### config.mk
export PLATFORM = sky130hd
export DESIGN_NAME = led_matrix_scan_rx
export DESIGN_NICKNAME = d
export VERILOG_FILES = /design/src/rtl/led_matrix_scan_rx.sv
export SDC_FILE = /design/constraint.sdc
export NUM_CORES = 1
export LEC_CHECK = 0
export ABC_CLOCK_PERIOD_IN_PS = 2600
export BUFFER_PORTS_ARGS = -buffer_cell sky130_fd_sc_hd__clkbuf_2
export CAP_MARGIN = 0
export CORE_MARGIN = 5
export CORE_UTILIZATION = 40
export DETAILED_ROUTE_END_ITERATION = 8
export PLACE_DENSITY_LB_ADDON = 0.2
export SLEW_MARGIN = 20
export SYNTH_ARGS = -nofsm -noshare
export SYNTH_HDL_FRONTEND = slang
export SYNTH_SLANG_ARGS = --single-unit
### constraint.sdc
create_clock -name CLK -period 2.6 [get_ports CLK]
set_input_delay 0.39 -clock CLK [delete_from_list [all_inputs] [get_ports CLK]]
set_output_delay 0.39 -clock CLK [all_outputs]
set_load 0.005 [all_outputs]
### src/rtl/led_matrix_scan_rx.sv
// Pixel-code receiver for the 16x8 bicolour LED matrix.
// It double-buffers one game frame at a time and scans the displayed frame out row by row.
module led_matrix_scan_rx #(
    parameter int ROW_DIV   = 2000,
    parameter int BLANK_CYC = 16
) (
    input  logic        CLK,
    input  logic        RST,
    input  logic [9:0]  pix_code,
    input  logic        frame_sync,
    output logic [15:0] row_sel,
    output logic [7:0]  col_red,
    output logic [7:0]  col_grn,
    output logic        frame_done,
    output logic        ovf
);

    localparam int DIV_W = (ROW_DIV > 1) ? $clog2(ROW_DIV) : 1;

    logic [DIV_W-1:0] div_q, div_d;
    logic [3:0]       row_q, row_d;
    logic             pending_q, pending_d;
    logic             ovf_q, ovf_d;
    logic [7:0]       cap_r_q [16];
    logic [7:0]       cap_r_d [16];
    logic [7:0]       cap_g_q [16];
    logic [7:0]       cap_g_d [16];
    logic [7:0]       disp_r_q [16];
    logic [7:0]       disp_r_d [16];
    logic [7:0]       disp_g_q [16];
    logic [7:0]       disp_g_d [16];
    logic [15:0]      row_sel_q, row_sel_d;
    logic [7:0]       col_red_q, col_red_d;
    logic [7:0]       col_grn_q, col_grn_d;

    logic       div_wrap;
    logic       swap;
    logic [3:0] pix_y;
    logic [2:0] pix_x;

    assign pix_y = pix_code[6:3];
    assign pix_x = pix_code[2:0];

    always_comb begin
        div_wrap  = (div_q == DIV_W'(ROW_DIV - 1));
        swap      = div_wrap && (row_q == 4'd15) && pending_q;

        div_d     = div_q + DIV_W'(1);
        row_d     = row_q;
        pending_d = pending_q;
        ovf_d     = ovf_q;
        cap_r_d   = cap_r_q;
        cap_g_d   = cap_g_q;
        disp_r_d  = disp_r_q;
        disp_g_d  = disp_g_q;

        if (div_wrap) begin
            div_d = '0;
            row_d = row_q + 4'd1;
        end

        // A pending frame blocks both capture and new frame_sync pulses, including in the swap cycle.
        if (frame_sync && pending_q) begin
            ovf_d = 1'b1;
        end

        if (swap) begin
            disp_r_d  = cap_r_q;
            disp_g_d  = cap_g_q;
            cap_r_d   = '{default: '0};
            cap_g_d   = '{default: '0};
            pending_d = 1'b0;
        end else if (!pending_q) begin
            if (pix_code[9]) cap_r_d[pix_y][pix_x] = 1'b1;
            if (pix_code[8]) cap_g_d[pix_y][pix_x] = 1'b1;
            if (frame_sync)  pending_d = 1'b1;
        end

        row_sel_d = '0;
        col_red_d = '0;
        col_grn_d = '0;
        if (div_q >= DIV_W'(BLANK_CYC)) begin
            row_sel_d = 16'd1 << row_q;
            col_red_d = disp_r_q[row_q];
            col_grn_d = disp_g_q[row_q];
        end
    end

    always_ff @(posedge CLK) begin
        if (RST) begin
            div_q     <= '0;
            row_q     <= '0;
            pending_q <= 1'b0;
            ovf_q     <= 1'b0;
            cap_r_q   <= '{default: '0};
            cap_g_q   <= '{default: '0};
            disp_r_q  <= '{default: '0};
            disp_g_q  <= '{default: '0};
            row_sel_q <= '0;
            col_red_q <= '0;
            col_grn_q <= '0;
        end else begin
            div_q     <= div_d;
            row_q     <= row_d;
            pending_q <= pending_d;
            ovf_q     <= ovf_d;
            cap_r_q   <= cap_r_d;
            cap_g_q   <= cap_g_d;
            disp_r_q  <= disp_r_d;
            disp_g_q  <= disp_g_d;
            row_sel_q <= row_sel_d;
            col_red_q <= col_red_d;
            col_grn_q <= col_grn_d;
        end
    end

    assign row_sel    = row_sel_q;
    assign col_red    = col_red_q;
    assign col_grn    = col_grn_q;
    assign frame_done = swap;
    assign ovf        = ovf_q;

endmodule
==> results_dict.tcl, run 1 <==
set metrics [dict create \
    status "completed" \
    slew_violations 0 \
    syn_avg_cell_area_sq_um 9.60 \
    place.port_buffers 45 \
    fp.dieH_um 245 \
    grt_setup_unrepaired "no" \
    synth.top_cells.by_count "dfxtp_1 (561), nand2_1 (515), mux2i_1 (286)" \
    dieArea_sq_mm 0.0600 \
    clock.fmax_mhz 413 \
    reg2reg_depth 6 \
    max-cap-violations 0 \
    antenna_violating_nets_post_route 0 \
    grt_pass1_vias 16000 \
    crit_end_category "primary output" \
    num_io_pins 47 \
    multi_input_area_sq_mm 0.0100 \
    clock_sink_count 561 \
    setup_tns_ps 0 \
    synth_edf_count 0 \
    leak_pwr_nw 8.62 \
    final_clock_period_utilization_by_the_worst_path_pct 93.2 \
    critical-path-max-stage-delay_ps 370 \
    cts_max_level 2 \
    maximum_number_of_pins_on_one_net_before_global_route_repair 149 \
    cts_made_buffers 57 \
    data_arrival_time_of_the_critical_path_ps 2030 \
    layout_fillers 5077 \
    grt_first_pass_wirelength_mm 89.2 \
    synth_most_common_cell "dfxtp_1" \
    yosysWarningCount 0 \
    layout.area.seq_sq_mm 0.0112 \
    gp_congestion 0.743 \
    netlist_top_cells_area "dfxtp_1 (51%), mux2i_1 (13%), nand2_1 (8.7%)" \
    critical_path_required_ps 2210 \
    setup.worst_path.class "reg -> out" \
    timing.clock.skew_ps 14.1 \
    fraction_of_layout_instances_using_a_drive_strength_above_1_pct 13.1 \
    regToRegEndpoint "disp_g_q[80]" \
    worst_path_max_delay_cell "dfxtp_1" \
    synth_cell_type_count 45 \
    route.detailed.vias_per_inst 5.41 \
    post_dp_cell_area_sq_mm 0.0233 \
    clk-insertion-delay-late_ps 610 \
    rows 86 \
    fin_nets 2270 \
    wl_per_cell_um 18.5 \
    worst_slew_margin_relative_to_its_limit_pct 44.9 \
    ys_dominant_reg_cell "dfxtp_1" \
    diodes 0 \
    mappedNetlistArea_sq_mm 0.0221 \
    cts_tree "built" \
    p_per_area_mw_per_mm2 699 \
    antenna_found_initial 1 \
    drtPass1Iterations 5 \
    postSynthCellCount 2301 \
    timing.critical_path.fanout_max 9 \
    fp.coreArea_sq_mm 0.0549 \
    detail_route.wirelength_mm 55.5 \
    timing.final.crit_period_ps 2420 \
    ys_seq_elements 561 \
    drc 0 \
    synth_nets 2322 \
    timing.critical_path.from_type "flip-flop" \
    overflow 0 \
    reg2reg_from "row_q[0]" \
    synth_async_sr_flop_share_pct 0 \
    min-delay-path-class "in -> reg" \
    detailedPlacementHpwl_mm 30.3 \
    netlist.top_cell.by_area "dfxtp_1" \
    holdPathEnd "row_q[0]" \
    cp_cell_instances "ha_2, nand3_4, buf_4, nor4_2, clkbuf_2" \
    clk_path_buf_depth 3 \
    setup.reg_to_reg.worst_slack_ps 310 \
    initial_core_utilization_pct 40.3 \
    finalHoldViolations 0 \
    floorplan.die.width_um 245 \
    num_vias 16200 \
    cell_depth_of_the_worst_min_delay_path 2 \
    worstMarginPinSlew_ps 822 \
    area_growth_syn_to_layout_pct 14.3 \
    synth-seq-area-share_pct 50.8 \
    finalSetupViolations 0 \
    post-cts-setup-buffers 0 \
    grtUsageTotal_pct 18.2 \
    worst_supply_voltage_drop_on_vdd_v 0.000454 \
    clkSlewWorstSetupHoldPaths_ps 60 \
    cts.root.buffer_cell "clkbuf_16" \
    hold_path_startpoint "RST" \
    power_mw 17.7 \
    iteration_0_drc_markers 1280 \
    final_cell_area_sq_mm 0.0252 \
    synth_top_area_share_pct 50.8 \
]
-- routing by layer --
metal	up-vias	global-route usage (%)	share of wire [%]	routed length (um)
met5	-	0	0	0
met2	261	30.4	47	26200
met4	0	5.30	2.5	1380
met3	92	2.69	4.0	2240
li1	7855	-	-	-
met1	8016	24.8	46	25700
-- layout by cell type, fill, tap and decap left out, types with 32 or more instances in the layout --
cell       synthesis  layout
nand2_1          515     515
dfxtp_1          561     558
mux2i_1          286     286
buf_12             0      32
nor2_1           267     266
clkbuf_2           0      45
mux4_2            64      64
a31oi_1          257     257
clkbuf_16          0      59
buf_4             12      34
-- kinds of logic after synthesis --
kind of cell	synth area share [%]
buffers and inverters	4.85
xor gates and xnor gates	0.119
AOI/OAI and AO/OA	8.56
DFF	50.8
muxes	19.6
and+or+nand+nor	15.6
adders and majority gates	0.453
-- final cells by class --
| class | count | area share [%] |
|---|---|---|
| clock inverters | 16 | 0.748 |
| repair buffers | 112 | 4.48 |
| flip-flops and latches | 561 | 44.5 |
| clock buffers | 91 | 7.00 |
| multi-input cells | 1508 | 39.6 |
| well taps | 704 | 3.49 |
| inverters | 9 | 0.164 |
-- state kept, by name, summed over array words and instances (netlist names) --
register / count
div_q: 11
col_grn: 8
disp_r_q: 128
row_sel: 16
disp_g_q: 128
ovf: 1
cap_g_q: 128
row_q: 4
cap_r_q: 128
col_red: 8
pending_q: 1
-- per-stage QoR --
| stage | instances | hold WS [ps] | utilization (%) | setup slack [ps] |
|---|---|---|---|---|
| finish | 3001 | 197 | 46.0 | 177 |
| global route | 3001 | 219 | 46.0 | 29.5 |
| CTS | 3001 | 158 | 46.0 | 32.3 |
| detailed placement | 2893 | 444 | 42.4 | 167 |
| global placement | 2893 | 439 | 42.4 | 233 |
| floorplan | 2301 | 432 | - | 672 |
-- worst max-delay path, delay by kind of cell (launching register included) --
family	cells	cell delay, ps
DFF	1	370
adders and majority gates	1	240
buffers and inverters	2	390
and+or+nand+nor	2	420
-- power by group --
group | total [mW] | internal [mW] | switching [mW]
registers | 8.62 | 8.61 | 0.0139
clock network | 8.44 | 5.03 | 3.40
logic | 0.595 | 0.127 | 0.468
total | 17.7 | 13.8 | 3.88
-- worst max path at each step --
stage | from | endpoint | slack, ps | cells after the start
3_5_place_dp | div_q[0] | disp_g_q[80] | 170 | 6
4_1_cts | div_q[0] | frame_done | 30 | 5
5_1_grt | div_q[1] | frame_done | 30 | 5
6_report | div_q[1] | frame_done | 180 | 5
2_1_floorplan | row_q[0] | col_grn[6] | 670 | 6
3_3_place_gp | div_q[0] | disp_g_q[90] | 230 | 6
-- repair_timing --
item	4_1_cts	5_1_grt
setup endpoints to repair	1	1
resized for setup	2	3
endpoints found under the hold margin	1	0
hold buffers	1	0
No activity file was read; power rests on OpenSTA's default activity.
==> inputs of run 2 (changes only) <==
--- a/config.mk
+++ b/config.mk
@@ -5,14 +5,16 @@
 export SDC_FILE = /design/constraint.sdc
 export NUM_CORES = 1
 export LEC_CHECK = 0
+export ABC_AREA = 1
 export ABC_CLOCK_PERIOD_IN_PS = 2600
 export BUFFER_PORTS_ARGS = -buffer_cell sky130_fd_sc_hd__clkbuf_2
 export CAP_MARGIN = 0
 export CORE_MARGIN = 5
-export CORE_UTILIZATION = 40
+export CORE_UTILIZATION = 45
 export DETAILED_ROUTE_END_ITERATION = 8
 export PLACE_DENSITY_LB_ADDON = 0.2
 export SLEW_MARGIN = 20
 export SYNTH_ARGS = -nofsm -noshare
 export SYNTH_HDL_FRONTEND = slang
 export SYNTH_SLANG_ARGS = --single-unit
+export TNS_END_PERCENT = 10
==> run 2 against run 1 <==
Compared with the run above: synthesized cell count rose by 54%; total power fell by 3.2%; sequential share of layout area fell by 2.4 points; first-iteration DRC count rose by 8.7%; utilization rose by 4.6 points; critical path depth rose by 2; wire length rose by 12%; critical path type unchanged; critical endpoint unchanged; highest routed layer unchanged.
==> results_dict.tcl, run 2 <==
set metrics [dict create \
    place.port_buffers 45 \
    synth_most_common_cell "inv_1" \
    synth_nets 3554 \
    mappedNetlistArea_sq_mm 0.0241 \
    cts_tree "built" \
    drc 0 \
    cts.root.buffer_cell "clkbuf_16" \
    p_sw_share_pct 22.4 \
    worst_hold_slack_ps 104 \
    rows 84 \
    cp_cell_instances "ha_1, nand3_1, buf_4, inv_1, nand3_4, nor3_1, clkbuf_2" \
    clock.fmax_mhz 413 \
    yosysWarningCount 0 \
    ys_seq_elements 561 \
    antenna_found_initial 0 \
    worst_supply_voltage_drop_on_vdd_v 0.000467 \
    gp_congestion 0.788 \
    route.detailed.vias_per_inst 4.74 \
    post-cts-setup-buffers 0 \
    maximum_number_of_pins_on_one_net_before_global_route_repair 143 \
    leak_pwr_nw 11.4 \
    grtUsageTotal_pct 21.1 \
    min-delay-path-class "in -> reg" \
    grt_pass1_vias 18000 \
    cts_max_level 2 \
    slew_violations 0 \
    worstMarginPinSlew_ps 945 \
    fp.dieH_um 241 \
    fp.coreArea_sq_mm 0.0528 \
    dieArea_sq_mm 0.0582 \
    clk-insertion-delay-late_ps 600 \
    floorplan.die.width_um 241 \
    synth-seq-area-share_pct 46.7 \
    antenna_violating_nets_post_route 0 \
    timing.final.crit_period_ps 2420 \
    final_clock_period_utilization_by_the_worst_path_pct 93.2 \
    detailedPlacementHpwl_mm 33.6 \
    sequential_fraction_of_design_power_pct 50.4 \
    iteration_0_drc_markers 1391 \
    p_per_area_mw_per_mm2 640 \
    regToRegEndpoint "disp_r_q[85]" \
    critical_path_required_ps 2210 \
    layout_common_cells "inv_1 (784), nand2_1 (590), dfxtp_1 (558), nand3_1 (409), nor2_1 (339)" \
    drtPass1Iterations 6 \
    layout_fillers 5409 \
    timing.critical_path.from_type "flip-flop" \
    synth_cell_type_count 30 \
    overflow 0 \
    power.switching_mw 3.83 \
    finalSetupViolations 0 \
    worst_slew_margin_relative_to_its_limit_pct 37.0 \
    holdPathEnd "row_q[3]" \
    fraction_of_layout_instances_using_a_drive_strength_above_1_pct 6.29 \
    syn_avg_cell_area_sq_um 6.81 \
    synth.top_cells.by_count "inv_1 (787), nand2_1 (591), dfxtp_1 (561)" \
    synth_top_area_share_pct 46.7 \
    grt_setup_unrepaired "no" \
    layout_commonest_cell "inv_1" \
    reg2reg_from "row_q[0]" \
    critical-path-max-stage-delay_ps 370 \
    timing.critical_path.fanout_max 8 \
    reg2reg_depth 8 \
    synth_async_sr_flop_share_pct 0 \
    internal_power_component_mw 13.3 \
    data_arrival_time_of_the_critical_path_ps 2030 \
    setup.worst_path.class "reg -> out" \
    status "completed" \
    initial_core_utilization_pct 45.6 \
    family_of_cells_with_the_greatest_summed_delay_on_the_critical_path "simple AND/OR/NAND/NOR gates" \
    power.combinational.fraction_pct 3.5 \
    hold_path_startpoint "RST" \
    timing.clock.skew_ps 8.00 \
    setup_tns_ps 0 \
    wl_per_cell_um 14.8 \
    area_growth_syn_to_layout_pct 11.0 \
    finalHoldViolations 0 \
    fin_nets 3494 \
    max-cap-violations 0 \
    worst-path-buf-inv 3 \
    setup_slack_ps 177 \
    grt_first_pass_wirelength_mm 99.1 \
    netlist.top_cell.by_area "dfxtp_1" \
    setup.reg_to_reg.worst_slack_ps 340 \
    post_place_setup_slack_ps 392 \
    clkSlewWorstSetupHoldPaths_ps 60 \
    clk_path_buf_depth 3 \
    clock_sink_count 561 \
    postSynthCellCount 3533 \
    synth_edf_count 0 \
    crit_end_category "primary output" \
    cell_depth_of_the_worst_min_delay_path 2 \
    worst_path_max_delay_cell "dfxtp_1" \
    power_frac_clock_pct 46.1 \
    detail_route.wirelength_mm 62.0 \
    num_io_pins 47 \
    num_vias 19900 \
    netlist_top_cells_area "dfxtp_1 (47%), inv_1 (12%), nand2_1 (9.2%)" \
    ys_dominant_reg_cell "dfxtp_1" \
    diodes 0 \
    cts_made_buffers 57 \
]
==> run 2: kinds of logic after synthesis <==
| family | share of synthesized area [%] |
|---|---|
| buffers and inverters | 17.0 |
| xor gates and xnor gates | 0.109 |
| DFF | 46.7 |
| and+or+nand+nor | 24.1 |
| adders and majority gates | 0.416 |
| AOI/OAI and AO/OA | 11.8 |
==> run 2: routing by layer <==
metal / GRT usage, % / up-vias / wire length (um)
met3: 3.06 / 84 / 2830
met5: 0 / - / 0
li1: - / 10600 / -
met4: 4.68 / 0 / 1170
met1: 29.6 / 8901 / 29800
met2: 34.9 / 334 / 28200
==> run 2: worst max path at each step <==
stage / slack (ps) / startpoint / cells after the start / endpoint
2_1_floorplan: 990 / div_q[0] / 8 / disp_r_q[26]
3_3_place_gp: 390 / div_q[0] / 7 / disp_r_q[77]
3_5_place_dp: 390 / div_q[0] / 7 / disp_r_q[22]
4_1_cts: 80 / div_q[0] / 7 / frame_done
5_1_grt: 6 / div_q[0] / 7 / frame_done
6_report: 180 / div_q[0] / 7 / frame_done
==> run 2: worst reg2reg max path: stages, from the launching register on <==
cell and delay [ps]:
dfxtp_4 350, ha_1 240, nand3_1 120, nor2_1 80
nand3_4 260, buf_4 800, nand2_1 160, inv_1 100
nor2_1 40
==> run 2: stage by stage <==
| stage | area [sq um] | power (mW) | util [%] | instances |
|---|---|---|---|---|
| floorplan | 24100 | 9.18 | - | 3533 |
| global placement | 24900 | 9.41 | 47.2 | 4101 |
| detailed placement | 24900 | 9.41 | 47.2 | 4101 |
| CTS | 26700 | 17.3 | 50.6 | 4201 |
| global route | 26700 | 17.6 | 50.6 | 4201 |
| finish | 26700 | 17.1 | 50.6 | 4201 |
==> run 2: area by class of cell <==
cell class,instances,area (sq um),share of cell area [%]
Sequential cell,561,11200,42.1
Multi-Input combinational cell,1946,8820,33.0
Clock inverter,8,40.0,0.150
Clock buffer,91,1730,6.49
Inverter,791,2980,11.2
Timing Repair Buffer,116,1040,3.88
Tap cell,688,861,3.22
==> run 2: what timing repair did <==
action	in CTS	in global routing
resized for setup	1	1
setup endpoints to repair	1	1
endpoints found under the hold margin	1	0
hold buffers	1	0
==> run 2: power by group through the flow <==
stage	clock network [mW]	registers [mW]	logic, mW
after CTS	8.04	8.62	0.602
final	7.88	8.62	0.602
after floorplan	0	8.81	0.373
after detailed placement	0	8.81	0.601
after global placement	0	8.81	0.601
after global routing	8.37	8.62	0.658
